File: src/rtl/jpeg_pkg.sv
// Shared types and constants for the JPEG raw-symbol bit packer.
package jpeg_pkg;

    localparam int         MAX_SIZE     = 11;
    localparam int         HDR_BITS     = 8;
    localparam int         BYTE_W       = 8;
    localparam int         SYM_BITS_MAX = HDR_BITS + MAX_SIZE;
    localparam logic [7:0] MARKER       = 8'hFF;
    localparam logic [7:0] STUFF        = 8'h00;

    // One run-length symbol as produced by the encoder core.
    typedef struct packed {
        logic [3:0]  rlen;
        logic [3:0]  size;
        logic [11:0] amp;
    } rle_sym_t;

    typedef enum logic [1:0] {
        ST_RUN   = 2'd0,
        ST_PAD   = 2'd1,
        ST_DRAIN = 2'd2,
        ST_DONE  = 2'd3
    } pack_state_t;

    // Number of amplitude bits actually packed; illegal sizes are clamped.
    function automatic logic [3:0] amp_bits(input logic [3:0] size);
        return (size > 4'(MAX_SIZE)) ? 4'(MAX_SIZE) : size;
    endfunction

endpackage

File: src/rtl/jpeg_sync_fifo.sv
// Synchronous show-ahead FIFO: the head entry is visible on rd_data whenever
// empty is low. A write at full is accepted only when a read happens the
// same cycle.
module jpeg_sync_fifo #(
    parameter int WIDTH = 20,
    parameter int DEPTH = 16
) (
    input  logic             clk,
    input  logic             rst,
    input  logic             wr_en,
    input  logic [WIDTH-1:0] wr_data,
    output logic             full,
    input  logic             rd_en,
    output logic [WIDTH-1:0] rd_data,
    output logic             empty
);

    localparam int AW = $clog2(DEPTH);

    logic [WIDTH-1:0] mem [DEPTH];
    logic [AW-1:0]    wr_ptr_reg;
    logic [AW-1:0]    rd_ptr_reg;
    logic [AW:0]      count_reg;
    logic             do_wr;
    logic             do_rd;

    assign full    = (count_reg == (AW+1)'(DEPTH));
    assign empty   = (count_reg == '0);
    assign do_rd   = rd_en & ~empty;
    assign do_wr   = wr_en & (~full | do_rd);
    assign rd_data = mem[rd_ptr_reg];

    // Storage write; contents need no reset since pointers gate visibility.
    always_ff @(posedge clk) begin
        if (do_wr) begin
            mem[wr_ptr_reg] <= wr_data;
        end
    end

    // Pointer and occupancy bookkeeping.
    always_ff @(posedge clk) begin
        if (rst) begin
            wr_ptr_reg <= '0;
            rd_ptr_reg <= '0;
            count_reg  <= '0;
        end else begin
            if (do_wr) begin
                wr_ptr_reg <= wr_ptr_reg + AW'(1);
            end
            if (do_rd) begin
                rd_ptr_reg <= rd_ptr_reg + AW'(1);
            end
            case ({do_wr, do_rd})
                2'b10:   count_reg <= count_reg + (AW+1)'(1);
                2'b01:   count_reg <= count_reg - (AW+1)'(1);
                default: count_reg <= count_reg;
            endcase
        end
    end

endmodule

File: src/rtl/jpeg_bit_packer.sv
// Serialises run-length symbols into a byte stream: 8-bit {rlen,size} header
// followed by the amplitude bits MSB-first, with 0xFF/0x00 stuffing and
// 1-padding on flush. Valid bits sit left-justified in the accumulator so the
// outgoing byte is always its top 8 bits.
module jpeg_bit_packer #(
    parameter int FIFO_DEPTH = 16,
    parameter int ACC_W      = 32
) (
    input  logic        clk,
    input  logic        rst,
    input  logic        douten,
    input  logic [3:0]  size,
    input  logic [3:0]  rlen,
    input  logic [11:0] amp,
    input  logic        flush,
    output logic        byte_valid,
    output logic [7:0]  byte_data,
    input  logic        byte_ready,
    output logic        done,
    output logic        overflow,
    output logic        size_err
);

    import jpeg_pkg::*;

    localparam int CW        = $clog2(ACC_W + 1);
    // A pop is only allowed if a worst-case symbol still fits.
    localparam int POP_LIMIT = ACC_W - SYM_BITS_MAX;

    rle_sym_t                   in_sym;
    rle_sym_t                   head_sym;
    logic [$bits(rle_sym_t)-1:0] fifo_rd_data;
    logic                       fifo_full;
    logic                       fifo_empty;
    logic                       pop;

    logic [ACC_W-1:0]           acc_reg, acc_next;
    logic [CW-1:0]              count_reg, count_next;
    logic                       stuff_pending_reg;
    logic                       flush_req_reg;
    logic                       overflow_reg;
    logic                       size_err_reg;
    logic                       done_reg;
    pack_state_t                state_reg;

    logic                       consume;
    logic                       data_consume;
    logic                       flush_active;
    logic                       idle;
    logic                       go_done;
    logic                       go_pad;
    logic [3:0]                 n_bits;
    logic [MAX_SIZE-1:0]        amp_just;
    logic [SYM_BITS_MAX-1:0]    sym_bits;
    logic [ACC_W-1:0]           sym_aligned;
    logic [CW-1:0]              sym_len;
    logic [ACC_W-1:0]           pad_mask;
    logic [ACC_W-1:0]           base_acc;
    logic [CW-1:0]              base_count;
    // Amplitude MSB can never be selected because size is clamped to 11.
    logic                       amp_msb_unused;

    assign in_sym = {rlen, size, amp};

    jpeg_sync_fifo #(
        .WIDTH ($bits(rle_sym_t)),
        .DEPTH (FIFO_DEPTH)
    ) u_fifo (
        .clk     (clk),
        .rst     (rst),
        .wr_en   (douten),
        .wr_data (in_sym),
        .full    (fifo_full),
        .rd_en   (pop),
        .rd_data (fifo_rd_data),
        .empty   (fifo_empty)
    );

    assign head_sym       = rle_sym_t'(fifo_rd_data);
    assign amp_msb_unused = head_sym.amp[11];

    // Output byte: a pending stuff byte always wins over accumulator data.
    assign byte_valid   = stuff_pending_reg | (count_reg >= CW'(BYTE_W));
    assign byte_data    = stuff_pending_reg ? STUFF : acc_reg[ACC_W-1 -: BYTE_W];
    assign consume      = byte_valid & byte_ready;
    assign data_consume = consume & ~stuff_pending_reg;

    assign done     = done_reg;
    assign overflow = overflow_reg;
    assign size_err = size_err_reg;

    // Nothing left upstream and no stuff byte owed: flush may pad or finish.
    // A symbol arriving this cycle holds off the decision so it is packed first.
    assign flush_active = flush_req_reg | flush;
    assign idle         = flush_active & fifo_empty & ~douten & ~stuff_pending_reg
                        & ((state_reg == ST_RUN) | (state_reg == ST_DRAIN));
    assign go_done      = idle & (count_reg == '0);
    assign go_pad       = idle & (count_reg != '0) & (count_reg < CW'(BYTE_W));

    assign pop = ~fifo_empty & (count_reg <= CW'(POP_LIMIT)) & (state_reg != ST_PAD);

    // Left-justify the selected amplitude bits; higher bits shift out.
    assign n_bits      = amp_bits(head_sym.size);
    assign amp_just    = head_sym.amp[MAX_SIZE-1:0] << (4'(MAX_SIZE) - n_bits);
    assign sym_bits    = {head_sym.rlen, head_sym.size, amp_just};
    assign sym_aligned = {sym_bits, {(ACC_W-SYM_BITS_MAX){1'b0}}};
    assign sym_len     = CW'(HDR_BITS) + CW'(n_bits);

    // Ones from just below the valid bits down to the end of the top byte.
    assign pad_mask = ({ACC_W{1'b1}} >> count_reg)
                    & {{BYTE_W{1'b1}}, {(ACC_W-BYTE_W){1'b0}}};

    // Accumulator update: drop the consumed byte, then append or pad.
    always_comb begin
        base_acc   = acc_reg;
        base_count = count_reg;
        if (data_consume) begin
            base_acc   = acc_reg << BYTE_W;
            base_count = count_reg - CW'(BYTE_W);
        end
        acc_next   = base_acc;
        count_next = base_count;
        if (state_reg == ST_PAD) begin
            acc_next   = acc_reg | pad_mask;
            count_next = CW'(BYTE_W);
        end else if (pop) begin
            acc_next   = base_acc | (sym_aligned >> base_count);
            count_next = base_count + sym_len;
        end
    end

    // Datapath registers and sticky error flags.
    always_ff @(posedge clk) begin
        if (rst) begin
            acc_reg           <= '0;
            count_reg         <= '0;
            stuff_pending_reg <= 1'b0;
            overflow_reg      <= 1'b0;
            size_err_reg      <= 1'b0;
        end else begin
            acc_reg   <= acc_next;
            count_reg <= count_next;
            if (consume) begin
                stuff_pending_reg <= ~stuff_pending_reg
                                   & (acc_reg[ACC_W-1 -: BYTE_W] == MARKER);
            end
            if (douten & fifo_full & ~pop) begin
                overflow_reg <= 1'b1;
            end
            if (douten & (size > 4'(MAX_SIZE))) begin
                size_err_reg <= 1'b1;
            end
        end
    end

    // Flush sequencing: RUN -> PAD -> DRAIN -> DONE -> RUN.
    always_ff @(posedge clk) begin
        if (rst) begin
            state_reg     <= ST_RUN;
            flush_req_reg <= 1'b0;
            done_reg      <= 1'b0;
        end else begin
            done_reg <= 1'b0;
            case (state_reg)
                ST_RUN, ST_DRAIN: begin
                    if (flush) begin
                        flush_req_reg <= 1'b1;
                    end
                    if (go_done) begin
                        state_reg <= ST_DONE;
                        done_reg  <= 1'b1;
                    end else if (go_pad) begin
                        state_reg <= ST_PAD;
                    end
                end
                ST_PAD: begin
                    state_reg <= ST_DRAIN;
                end
                ST_DONE: begin
                    flush_req_reg <= 1'b0;
                    state_reg     <= ST_RUN;
                end
                default: begin
                    state_reg <= ST_RUN;
                end
            endcase
        end
    end

endmodule

File: config.mk
export PLATFORM = sky130hd
export DESIGN_NAME = jpeg_bit_packer
export DESIGN_NICKNAME = d
export VERILOG_FILES = /design/src/rtl/jpeg_pkg.sv /design/src/rtl/jpeg_sync_fifo.sv /design/src/rtl/jpeg_bit_packer.sv
export SDC_FILE = /design/constraint.sdc
export NUM_CORES = 1
export LEC_CHECK = 0
export CORE_MARGIN = 3
export CORE_UTILIZATION = 36
export CTS_CLUSTER_SIZE = 20
export DETAILED_ROUTE_END_ITERATION = 8
export SLEW_MARGIN = 40
export SYNTH_ARGS = -nofsm -noshare
export SYNTH_HDL_FRONTEND = slang
export SYNTH_SLANG_ARGS = --single-unit
File: constraint.sdc
create_clock -name clk -period 8.9 [get_ports clk]
set_input_delay 1.78 -clock clk [delete_from_list [all_inputs] [get_ports clk]]
set_output_delay 1.78 -clock clk [all_outputs]
set_load 0.03 [all_outputs]
======== After elaboration in Yosys (flattened, before gate mapping) ========
Memories as Yosys holds them, arrays and structs flattened. A register that Yosys moved wholly into a read port is not among the register bits.
Index checks and enable logic that the tools add are counted.
word-level totals
  bits in registers ....................... 58
  latch bits .............................. 0
  bits in writable memories ............... 320
  ROM bits ................................ 0
  input port bits ......................... 25
  output and inout port bits .............. 12
  word-level logic and storage cells ...... 97
  memories kept ........................... 1
cells by class
  $add $sub $neg .......................... 8
  multiply operators ...................... 0
  divide/modulo/power cells ............... 0
  $lt $le $gt $ge ......................... 5
  eq/ne operators ......................... 10
  shift operators ......................... 3
  multiplexer cells ....................... 19
  bitwise gates (word level) .............. 29
  reductions and logical operators ........ 10
memories
  name        depth  bits a word  rd ports  clocked after Yosys merged registers in  wr ports  RTL line              text
  u_fifo.mem  16     20           1         1                                        1         jpeg_sync_fifo.sv:20  logic [WIDTH-1:0] mem [DEPTH];
operator list
  cell                                                               count
  two-way mux 32 bit                                                 3
  bitwise OR 32 bit                                                  2
  >> shifter 32 x 6 -> 32 bit                                        1
  >> shifter 32 x 6 -> 32 bit, first input constant                  1
  AND 1 bit                                                          17
  two-way mux 4 bit                                                  4
  two-way mux 6 bit                                                  2
  << shifter 11 x 4 -> 11 bit                                        1
  case mux 5 bit (2 select lines)                                    1
  adder 4 x 1 -> 4 bit, second input constant                        2
  == test 8 bit, second input constant                               1
  greater-than comparator 4 bit, second input constant               2
  two-way mux 8 bit                                                  1
  adder 6 x 5 -> 6 bit                                               1
  == test 2 bit, second input constant                               3
  greater-or-equal comparator 6 x 4 -> 1 bit, second input constant  1
  less-or-equal comparator 6 x 4 -> 1 bit, second input constant     1
  zero test 6 bit                                                    1
  < comparator 6 x 4 -> 1 bit, second input constant                 1
  NOT 1 bit                                                          6
  case mux 2 bit (3 select lines)                                    1
  nonzero test 6 bit                                                 1
  OR reduction 2 bit                                                 3
  subtractor 6 x 4 -> 6 bit, second input constant                   1
  17 further kinds                                                   26

======== Logic depth before layout (Yosys ltp) ========
Gate-level depths: netlist of run 1.
  depth in word-level cells ............... 10
  gate-level depth with buffers ........... 16
  gate-level depth less buffers ........... 14

======== Modules after synthesis ========
A second synthesis of run 1 with hierarchy kept.
second synthesis, totals
  cell total of the unflattened synthesis .. 1169
  area total of the unflattened synthesis .. 17095.1 sq um
modules (own cells, without submodules)
  module           instances  cells an instance  area an instance (sq um)  seq. area each (sq um)
  jpeg_sync_fifo   1          618                13007.5                   9949.5
  jpeg_bit_packer  1          551                4087.7                    900.9

======== Worst setup path after synthesis of run 1 ========
OpenSTA, ideal clock, no wires.
  kind .................................... input port to flip-flop
  start ................................... input douten
  end ..................................... memory u_fifo.mem[0][0] (enable)
  setup time .............................. 0.444 ns
  arrival ................................. 4.165 ns
  data required time ...................... 8.456 ns
  path slack .............................. 4.291 ns
  stages on the path ...................... 4
  buffers on the path ..................... 1
  cells stage by stage .................... and2_1 clkbuf_1 clkinv_1 nor4_1
between the ends
  longest elaborated chain between the ends .. 3
RTL lines
  item                                     RTL line               text
  start: declaration                       jpeg_bit_packer.sv:11  input logic douten,
  AND 1 bit                                jpeg_sync_fifo.sv:30   assign do_wr = wr_en & (~full | do_rd);
  two-way mux 1 bit                        jpeg_sync_fifo.sv:35   if (do_wr) begin
  two-way mux 1 bit (not written as such)  jpeg_sync_fifo.sv:36   mem[wr_ptr_reg] <= wr_data;
  end: declaration                         jpeg_sync_fifo.sv:20
No other way between the ends.

==> metrics, run 1 <==
gpl congestion=between 0.8 and 0.9; met2 wire length=~19 mm; final core occ=0.419; DP HPWL=23.8 mm; most frequent cells in the layout=304 x edfxtp_1, 94 x nand2_1, 83 x mux4_2; Max Cap Viol=0; clock skew=between 0.03 and 0.04 ns; r2r setup slk=roughly 3.7 ns; DR vias=~10000; RSZ-0062 raised after global routing=false; Hold Crit Class=flop to flop; Hold-fix buffers, CTS=0; clk root buf=clkbuf_16; Resize count post-CTS=0; Die Y=220 um; clk_lat worst skew=around 0.55 ns; sequential cell area=10400 sq um; fin nets=between 1000 and 1500; WP data required=9.34 ns; syn avg cell area=between 10 and 15 sq um; # clock sinks=between 300 and 400; ys flop type=edfxtp_1; met3 WL=~2.6 mm; Synth Net Count=approximately 1200; endpoints failing hold=0; drc violations=0; Power Dens Cells=approximately 320 nW/um^2; router iterations before antenna repair=6; #FFs+latches synth=approximately 370; YS warnings=0; Yosys cell types=74; Post-Synthesis Cells=1160; core box area=approximately 45000 sq um; Largest register FFs=304; fin crit period=around 5.2 ns; final setup vio count=0; status=completed; Max Clock Freq=around 190 MHz; TritonCTS clock tree=yes; Cell Area, Synth=~17000 sq um; crit path launch type=flop; Worst-path clk slew=about 0.060 ns; ys async rst share=0; initial antenna violation count=1; Final TNS setup=0 ns; Initial Utilization=0.369; Routed WL per cell=approximately 22 um; H-Tree Depth=2; clock buffer depth=3; max_slew headroom=0.453; global-route congestion overflow total=0; CTS buffer count=39; Final ANT Viol Nets=0; largest net degree at the start of global routing=between 70 and 80; worst vdd ir=roughly 0.00019 V; row cnt=between 70 and 80; DRT iter0 DRCs=~1000; final wirelength=39.6 mm; kind of critical path=flop to flop; Tcrit/Tclk final=0.585; port bufs=35; post-CTS setup buffers=0; CP arrival=around 5.6 ns; Seq/Total Area, Yosys=0.627; first-pass GRT wire length=61.0 mm; Top Metal Used=met4; Overall Global Routing Usage=0.163; Die ar.=48600 sq um; Ports=37; vias per cell=around 5.6; Die Wd=220 um; Fillers=~4100; Post-synth EDFFs=around 300; actual slew at the worst max-slew pin=roughly 0.82 ns; pins over their slew limit=0; Metal-1 WL=between 15 and 20 mm; share of layout cells above drive strength 1=0.167; CP max FO=35; area of the multi-input gates=around 5700 sq um; vias in the first global route=about 10000; Worst Setup End Kind=flop; LEAKAGE=approximately 6.1 nW; most common cell after layout, fill and taps aside=edfxtp_1; Area Growth Syn to Fin=13.4%
[per-stage QoR]
step | hold slack [ns] | cells | power, mW | worst slack (ns) | instance area (sq um)
3_5_place_dp | 0.464 | 1747 | 4.55 | 3.60 | 17600
4_1_cts | 0.479 | 1816 | 6.08 | 3.59 | 18800
6_report | 0.471 | 1817 | 6.07 | 3.70 | 18800
2_1_floorplan | 0.456 | 1160 | 3.91 | 4.29 | 16500
3_3_place_gp | 0.455 | 1746 | 4.51 | 3.47 | 17500
5_1_grt | 0.514 | 1817 | 6.42 | 3.20 | 18800
[worst max-delay path, stage by stage (launching register included)]
cell and delay, ns:
dfxtp_4 0.61, buf_12 0.28, buf_4 0.62, mux4_2 0.60
nand2_1 0.10, nand4_1 0.51, a21oi_1 0.65, a21oi_1 0.19
and2b_1 0.24, a22oi_1 0.37, mux4_2 0.45, o211ai_1 0.11
a31o_2 0.30
[synth_stat cells (all sizes together) (5+ instances only)]
cell	n	area share
ha	19	0.014
buf	33	0.013
a211o	10	0.0053
a21oi	51	0.015
clkbuf	40	0.0091
inv	24	0.0054
and2	18	0.0068
nor2	83	0.019
nand4	11	0.0045
xor2	7	0.0037
edfxtp	304	0.55
dfxtp	62	0.075
nand3	17	0.0051
and3	5	0.0019
a22o	6	0.0032
and4	6	0.0032
mux2i	31	0.019
o21ai	45	0.014
mux2	9	0.0061
a221oi	6	0.0036
a31oi	15	0.0057
a211oi	11	0.0050
o211ai	10	0.0045
mux4	83	0.11
nor4	6	0.0023
a22oi	22	0.010
nor3	26	0.0079
nor2b	18	0.0068
a21o	5	0.0023
xnor2	6	0.0032
nand2	96	0.022
o22ai	13	0.0049
a311oi	5	0.0026
[cell families after synthesis]
group / share of synthesized area
buffers and inverters: 0.0283
AND/OR/NAND/NOR: 0.0848
flip-flops: 0.627
AO/OA/AOI/OAI: 0.0987
adder cells (fa/ha/maj): 0.0168
XOR/XNOR: 0.00688
multiplexers: 0.138
[routing by layer]
metal,GRT usage,vias up
met5,0,-
met4,0.0350,0
met3,0.0254,44
met2,0.266,358
met1,0.234,5204
li1,-,4645
[layout make-up]
| type | count | share of cell area |
|---|---|---|
| Sequential cell | 366 | 0.553 |
| Multi-Input combinational cell | 695 | 0.306 |
| Clock buffer | 48 | 0.0550 |
| Tap cell | 592 | 0.0395 |
| Timing Repair Buffer | 68 | 0.0325 |
| Clock inverter | 21 | 0.00847 |
| Inverter | 26 | 0.00520 |
| Antenna cell | 1 | 0.000133 |
[final timing paths]
path	to	depth (start not counted)	startpoint
setup / recovery	acc_reg[12]$_SDFFE_PP0N_	12	flop
hold reg to reg	overflow$_SDFFE_PP0P_	2	overflow$_SDFFE_PP0P_
hold / removal	overflow$_SDFFE_PP0P_	2	overflow$_SDFFE_PP0P_
setup reg to reg	acc_reg[12]$_SDFFE_PP0N_	12	flop
[power by group]
| group | switching [mW] | leakage [nW] | internal (mW) |
|---|---|---|---|
| sequential | 0.0865 | 3.25 | 1.97 |
| clock | 0.664 | 0.585 | 0.860 |
| combinational | 1.54 | 2.30 | 0.951 |
Power figures use the tool's default switching activity.
==> inputs of run 2 (changes only) <==
- clock period: 8.9 -> 4.51 ns (I/O delays scaled with it)
==> run 2 against run 1 <==
  * Cell count rose by 1.4%
  * First-iteration DRC count fell by 17%
  * Non-clock buffer count rose by 24
  * Clock power rose by 94%
  * Worst setup slack got worse by 3.3 ns
  * Final area rose by 1.1%
  * Register-to-register slack got worse by 3.3 ns
  * Sequential share of layout area fell by 0.59 points
  * Largest cell class unchanged
  * Count of clock-buffer cells in the layout did not move
  * Flip-flop and latch count did not move
  * Critical path type unchanged
==> metrics, run 2 (synthesis results as in run 1) <==
CP arrival=between 4 and 5 ns; first-pass GRT wire length=between 60 and 70 mm; router iterations before antenna repair=5; max_slew headroom=0.471; Internal=between 7 and 8 mW; share of layout cells above drive strength 1=0.183; CP max FO=19; Max Cap Viol=0; Hold Crit Class=flop to flop; Area Growth Syn to Fin=14.6%; row cnt=77; fin nets=around 1300; LEAKAGE=approximately 6.3 nW; final core occ=0.423; Die Wd=~220 um; DR vias=just over 10000; Final ANT Viol Nets=0; vias per cell=around 5.6; clk_lat worst skew=approximately 0.55 ns; Worst R2R Path Depth=12; # clock sinks=approximately 370; Net Switching=4.56 mW; port bufs=35; global-route congestion overflow total=0; status=completed; worst vdd ir=0.000348 V; Cells on Worst Hold Path=2; TritonCTS clock tree=yes; core box area=~45000 sq um; vias in the first global route=10100; Routed WL per cell=roughly 22 um; WP data required=between 4 and 5 ns; initial antenna violation count=0; Flop pwr share=0.338; gpl congestion=between 0.8 and 0.9; final wirelength=41.0 mm; actual slew at the worst max-slew pin=0.786 ns; most common cell after layout, fill and taps aside=edfxtp_1; Die Y=220 um; Hold-fix buffers, CTS=0; Overall Global Routing Usage=0.170; DP HPWL=between 20 and 30 mm; Sw Share=0.377; Clk pwr share=0.243; largest net degree at the start of global routing=35; clock skew=~0.023 ns; Tcrit/Tclk final=0.916; kind of critical path=flop to flop; Initial Utilization=0.369; CTS buffer count=39; Min Hold Slack=around 0.47 ns; Power Dens Cells=~640 nW/um^2; most frequent cells in the layout=304 x edfxtp_1, 95 x nand2_1, 83 x mux4_2; DRT iter0 DRCs=854; H-Tree Depth=2; Logic pwr share=0.419; clk root buf=clkbuf_16; fin crit period=4.13 ns; Worst Setup End Kind=flop; Final TNS setup=0 ns; clock buffer depth=3; Largest register FFs=approximately 300; drc violations=0; crit path launch type=flop; Die ar.=48600 sq um; final setup vio count=0; antenna cells=0; RSZ-0062 raised after global routing=false; Ports=37; Max Clock Freq=between 200 and 250 MHz; endpoints failing hold=0; pins over their slew limit=0; Worst-path clk slew=about 0.060 ns
==> run 2: changes by cell type in the layout (fill, tap and decap cells not counted), sizes merged <==
cell | previous run | this run
diode | 1 | 0
buf | 34 | 58
clkinv | 17 | 21
inv | 28 | 25
clkinvlp | 1 | 2
==> run 2: repair_timing <==
action                     4_1_cts  5_1_grt
gates resized for setup          0        1
setup endpoints to repair        0        2
setup buffers                    0        0
hold endpoints to repair         0        0
==> run 2: final timing paths <==
check,startpoint,to,slack [ns]
setup / recovery,flop,acc_reg[6]$_SDFFE_PP0N_,0.38
hold / removal,size_err$_SDFFE_PP0P_,size_err$_SDFFE_PP0P_,0.47
setup reg to reg,flop,acc_reg[6]$_SDFFE_PP0N_,0.38
hold reg to reg,size_err$_SDFFE_PP0P_,size_err$_SDFFE_PP0P_,0.47
==> run 2: power by group through the flow <==
stage	sequential (mW)	combinational, mW	clock, mW
finish	4.09	5.07	2.95
global route	4.12	5.52	3.15
CTS	4.09	5.01	3.03
detailed placement	4.16	4.99	0
global placement	4.16	4.95	0
floorplan	4.06	3.66	0
==> run 2: area by class of cell <==
type | count | area (sq um)
Multi-Input combinational cell | 695 | 5750
Sequential cell | 366 | 10400
Clock buffer | 48 | 1010
Fill cell | 4052 | 25800
Tap cell | 592 | 741
Timing Repair Buffer | 92 | 836
Clock inverter | 23 | 158
Inverter | 26 | 97.6
==> run 2: metal layers <==
metal	routed length (um)	track usage	up-vias	share of wire
li1	-	-	4692	-
met1	18100	0.241	5242	0.44
met2	19400	0.273	351	0.47
met3	2670	0.0291	67	0.065
met4	867	0.0446	0	0.021
met5	0	0	-	0
==> run 2: stage by stage <==
step	instance area [sq um]	std cells	total power, mW	setup slack (ns)
4_1_cts	19000	1842	12.1	0.422
6_report	19000	1842	12.1	0.378
3_5_place_dp	17800	1771	9.15	0.438
5_1_grt	19000	1842	12.8	0.0574
2_1_floorplan	16500	1160	7.72	0.779
3_3_place_gp	17800	1771	9.10	0.442
==> run 2: critical path, stage by stage, from the launching register on <==
cell	delay, ns
dfxtp_4	0.61
buf_12	0.24
buf_4	0.25
mux4_2	0.52
a22oi_1	0.15
nand2_1	0.21
mux2i_1	0.34
o21ai_1	0.11
a211o_1	0.35
o31ai_2	0.51
mux2_2	0.35
o21ai_1	0.12
a211o_1	0.27
